## src/rtl/i2c_lcd_page_reader.sv

```systemverilog
// i2c_lcd_page_reader: streams one 2x16 LCD page to the LCD writer.
// The page comes from the menu ROM or from one of two RAM pages. Each line
// starts with a cursor-position command, followed by 16 character bytes.
// Every character is fetched through the RAM controller, whose read data
// arrives one cycle after the address is presented.
module i2c_lcd_page_reader #(
    parameter logic [7:0] LINE1_CMD  = 8'h80,
    parameter logic [7:0] LINE2_CMD  = 8'hC0,
    parameter logic [7:0] FILL_CHAR  = 8'hFE,
    parameter logic [7:0] SPACE_CHAR = 8'h20
) (
    input  logic       clk,
    input  logic       rst_n,
    input  logic       start,
    input  logic [1:0] page_sel,
    input  logic [3:0] line1_menu,
    input  logic [3:0] line2_menu,
    input  logic [7:0] MultiRAM_DOUT,
    output logic [1:0] MultiRAM_SEL,
    output logic [4:0] MultiRAM_ADD,
    output logic [3:0] MenuRAM_Select,
    output logic [7:0] lcd_data,
    output logic       lcd_rs,
    output logic       lcd_valid,
    input  logic       lcd_ready,
    output logic       busy,
    output logic       done
);

    typedef enum logic [2:0] {IDLE, CMD, ADDR, CAPT, SEND, DONE} state_t;

    state_t     state;
    logic       line_bit;
    logic [3:0] col;
    logic [1:0] page;
    logic [3:0] menu_l1;
    logic [3:0] menu_l2;

    // The menu ROM is addressed by column only (its row comes from
    // MenuRAM_Select); the RAM pages use the line bit as the address MSB.
    function automatic logic [4:0] ram_addr(input logic [1:0] pg,
                                            input logic       kk,
                                            input logic [3:0] cc);
        ram_addr = (pg == 2'd0) ? {1'b0, cc} : {kk, cc};
    endfunction

    // Page sequencer: walks CMD -> (ADDR, CAPT, SEND) x16 per line and drives
    // every output from a register so the LCD writer and RAM see clean levels.
    always_ff @(posedge clk or negedge rst_n) begin
        if (!rst_n) begin
            state          <= IDLE;
            line_bit       <= 1'b0;
            col            <= 4'd0;
            page           <= 2'd0;
            menu_l1        <= 4'd0;
            menu_l2        <= 4'd0;
            MultiRAM_SEL   <= 2'd0;
            MultiRAM_ADD   <= 5'd0;
            MenuRAM_Select <= 4'd0;
            lcd_data       <= 8'd0;
            lcd_rs         <= 1'b0;
            lcd_valid      <= 1'b0;
            busy           <= 1'b0;
            done           <= 1'b0;
        end else begin
            case (state)
                IDLE: begin
                    if (start && page_sel != 2'd3) begin
                        page      <= page_sel;
                        menu_l1   <= line1_menu;
                        menu_l2   <= line2_menu;
                        line_bit  <= 1'b0;
                        col       <= 4'd0;
                        busy      <= 1'b1;
                        lcd_valid <= 1'b1;
                        lcd_rs    <= 1'b0;
                        lcd_data  <= LINE1_CMD;
                        state     <= CMD;
                    end
                end
                CMD: begin
                    if (lcd_ready) begin
                        lcd_valid      <= 1'b0;
                        MultiRAM_SEL   <= page;
                        MultiRAM_ADD   <= ram_addr(page, line_bit, col);
                        MenuRAM_Select <= line_bit ? menu_l2 : menu_l1;
                        state          <= ADDR;
                    end
                end
                ADDR: begin
                    state <= CAPT;
                end
                CAPT: begin
                    if (page == 2'd0 && MultiRAM_DOUT == FILL_CHAR) begin
                        lcd_data <= SPACE_CHAR;
                    end else begin
                        lcd_data <= MultiRAM_DOUT;
                    end
                    lcd_rs    <= 1'b1;
                    lcd_valid <= 1'b1;
                    state     <= SEND;
                end
                SEND: begin
                    if (lcd_ready) begin
                        if (col != 4'd15) begin
                            col          <= col + 4'd1;
                            lcd_valid    <= 1'b0;
                            MultiRAM_ADD <= ram_addr(page, line_bit, col + 4'd1);
                            state        <= ADDR;
                        end else if (!line_bit) begin
                            col      <= 4'd0;
                            line_bit <= 1'b1;
                            lcd_rs   <= 1'b0;
                            lcd_data <= LINE2_CMD;
                            state    <= CMD;
                        end else begin
                            lcd_valid <= 1'b0;
                            done      <= 1'b1;
                            state     <= DONE;
                        end
                    end
                end
                DONE: begin
                    done  <= 1'b0;
                    busy  <= 1'b0;
                    state <= IDLE;
                end
                default: begin
                    state <= IDLE;
                end
            endcase
        end
    end

endmodule

```

## config.mk

```make
export PLATFORM = sky130hd
export DESIGN_NAME = i2c_lcd_page_reader
export DESIGN_NICKNAME = d
export VERILOG_FILES = /design/src/rtl/i2c_lcd_page_reader.sv
export SDC_FILE = /design/constraint.sdc
export NUM_CORES = 1
export LEC_CHECK = 0
export CORE_MARGIN = 3
export CORE_UTILIZATION = 49
export CTS_CLUSTER_DIAMETER = 60
export CTS_CLUSTER_SIZE = 14
export DETAILED_ROUTE_END_ITERATION = 16
export PLACE_DENSITY = 0.79
export SLEW_MARGIN = 20
export SYNTH_ARGS = -nofsm -noshare
export SYNTH_HDL_FRONTEND = slang
export SYNTH_SLANG_ARGS = --single-unit
export TNS_END_PERCENT = 50
```

## constraint.sdc

```tcl
create_clock -name clk -period 2.44 [get_ports clk]
set_clock_uncertainty 0.15 [all_clocks]
set_input_delay 0.488 -clock clk [delete_from_list [all_inputs] [get_ports clk]]
set_output_delay 0.488 -clock clk [all_outputs]
set_load 0.05 [all_outputs]
```

==> results_dict.tcl <==
set metrics [dict create \
    synth_nets 184 \
    diodes 0 \
    slowest_delay_ps 480 \
    avgSynthCellArea_um2 12.0 \
    ys_ff_latch 41 \
    stdcell_count 264 \
    power_density_mw_per_mm2 1280 \
    hold-path-cell-count 1 \
    synth_ff_type "dfrtp_1" \
    synth_top_area_cell "dfrtp_1" \
    die-width_um 68.8 \
    fin_nets 238 \
    finalPower_w 0.00332 \
    end_kind "register" \
    critical_path_depth 5 \
    grtUsageTotal 0.199 \
    worstHoldPathType "reg -> reg" \
    status "finished, final reports clean" \
    drive_above_1_share 0.148 \
    die_area_mm2 0.00474 \
    cp_max_fo 4 \
    coreArea_mm2 0.00374 \
    vias 1466 \
    synth_edf_count 0 \
    gp_congestion 0.862 \
    worst_pin_slew_ps 515 \
    cts_max_level 2 \
    syn_inst 161 \
    ant_nets 0 \
    fin_util 0.694 \
    place_inst 255 \
    hold_viol 0 \
    path_cells "clkdlybuf4s50_1 -> a21bo_1 -> or4_1 -> a32oi_2 -> mux2_1" \
    dpl.hpwl_mm 3.25 \
    yosysSeqAreaShare 0.530 \
    fmax_mhz 453 \
    clkSinkCount 41 \
    min-delay-start "MultiRAM_ADD[0]$_DFFE_PN0P_" \
    via_per_inst 5.55 \
    vdd_drop_max_mv 0.921 \
    netlist_area_mm2 0.00193 \
    ff2ff_path_depth 5 \
    max-cap-violations 0 \
    cp_top_family "simple AND/OR/NAND/NOR gates" \
    drc_errors 0 \
    ys_types 48 \
    rsz0062_at_grt "false" \
    ios 45 \
    fin_crit_sh 0.906 \
    rrSetupSlack_ps 280 \
    grt_pass1_vias 1497 \
    layout_commonest_cell "clkdlybuf4s50_1" \
    clockBufferDepth 2 \
    r2r-start "col[0]$_DFFE_PN0P_" \
    clock_latency_ps 290 \
    whs_endpoint "MultiRAM_ADD[0]$_DFFE_PN0P_" \
    clkTransAtPathRegs_ps 70 \
    grt_pass1_wl_mm 6.84 \
    cts_tree "yes" \
    yosys_warnings 0 \
    wire_per_inst_um 16.1 \
    p_leak_nw 1.19 \
    cts_setup_buffers 0 \
    grt_max_degree 17 \
    hold_slack_ps 340 \
    worstReg2RegEnd "lcd_data[4]$_DFFE_PN0P_" \
    place_ws_ps -89.3 \
    crit_type "in -> reg" \
    crit_arrival_ps 2230 \
    post-synth-top-area-fraction 0.530 \
    root_buffer "clkbuf_8" \
    port_buffers 44 \
    worstPathRequired_ps 2460 \
    maxSlewViolCount 0 \
    syn2layout_area_growth_pct 34.3 \
    cp-start-kind "primary input" \
    ctsResizeCount 0 \
    slowest_stage "or4_1" \
    fin_ws_ps 230 \
    initial_utilization 0.517 \
    finalSetupViolCount 0 \
    first_iter_violations 66 \
    grt-ovfl-total 0 \
    fp-row-count 22 \
    die_y_um 68.8 \
    async_flop_share 1.00 \
    antenna_found_initial 0 \
    final_cell_mix "clkdlybuf4s50_1, dfrtp_1, nor2_1, mux2_1, buf_4" \
    path_buf_inv 1 \
    cts_hold_buf 1 \
    first_pass_iters 4 \
    worstSetupStartpoint "start" \
    min_period_ps 2210 \
    wl_mm 4.26 \
    slew_headroom 0.656 \
    numCtsBuffers 5 \
    synthTopCellsByArea "dfrtp_1, mux2_1, mux2_4, mux2i_1, a22o_1" \
]
## worst max-delay path by stage
stage	endpoint	slack, ps
final	col[1]$_DFFE_PN0P_	230
after global routing	lcd_data[4]$_DFFE_PN0P_	150
after CTS	col[1]$_DFFE_PN0P_	230
after detailed placement	col[1]$_DFFE_PN0P_	-90
after global placement	col[1]$_DFFE_PN0P_	-4
after floorplan	col[1]$_DFFE_PN0P_	400
## Yosys cell counts, drive strengths merged, types with 2 or more instances
master and number:
mux2i 6, a22oi 3, xnor2 2, clkbuf 2, nand2 6, inv 7
and3 3, nand4 3, or3 3, buf 6, a21oi 10, dfrtp 41
nand2b 3, nand3 3, nor2 11, a22o 6, mux2 18, a21o 4
## cell families after synthesis
group                    synth area share
AO/OA/AOI/OAI                       0.142
multiplexers                        0.149
XOR/XNOR                           0.0136
flip-flops                          0.530
AND/OR/NAND/NOR                     0.119
buffers and inverters              0.0395
adder cells (fa/ha/maj)           0.00647
## report_power, final
group	switching [W]	leakage, nW	total (W)	internal (W)
clock	0.000230	0.0681	0.000637	0.000406
sequential	0.000225	0.511	0.00116	0.000936
combinational	0.000883	0.609	0.00152	0.000640
total	0.00134	1.19	0.00332	0.00198
## sequential cells by signal (all words and copies together) (netlist names)
register,count
MultiRAM_ADD,5
menu_l2,4
lcd_valid,1
lcd_data,8
lcd_rs,1
page,2
col,4
MenuRAM_Select,4
MultiRAM_SEL,2
line_bit,1
busy,1
menu_l1,4
done,1
state,3
## layout make-up
| class | count | area, µm² |
|---|---|---|
| clock buffer | 5 | 68.8 |
| clock inverter | 3 | 65.1 |
| fill | 293 | 1140 |
| inverter | 7 | 26.3 |
| multi-input combinational | 105 | 832 |
| sequential | 41 | 1030 |
| tap | 48 | 60.1 |
| timing repair buffer | 55 | 520 |
## per-layer routing
layer | up-vias | global-route usage | routed length, µm
met4 | 0 | 0.0535 | 40
li1 | 689 | - | -
met5 | - | 0 | 0
met1 | 730 | 0.243 | 1780
met2 | 41 | 0.341 | 2210
met3 | 6 | 0.0600 | 221
## stage by stage
step | cell area (µm²) | setup TNS, ps
floorplan | 1930 | 0
global placement | 2450 | -4.03
detailed placement | 2450 | -211
CTS | 2600 | 0
global route | 2600 | 0
finish | 2600 | 0
Power figures use the tool's default switching activity.
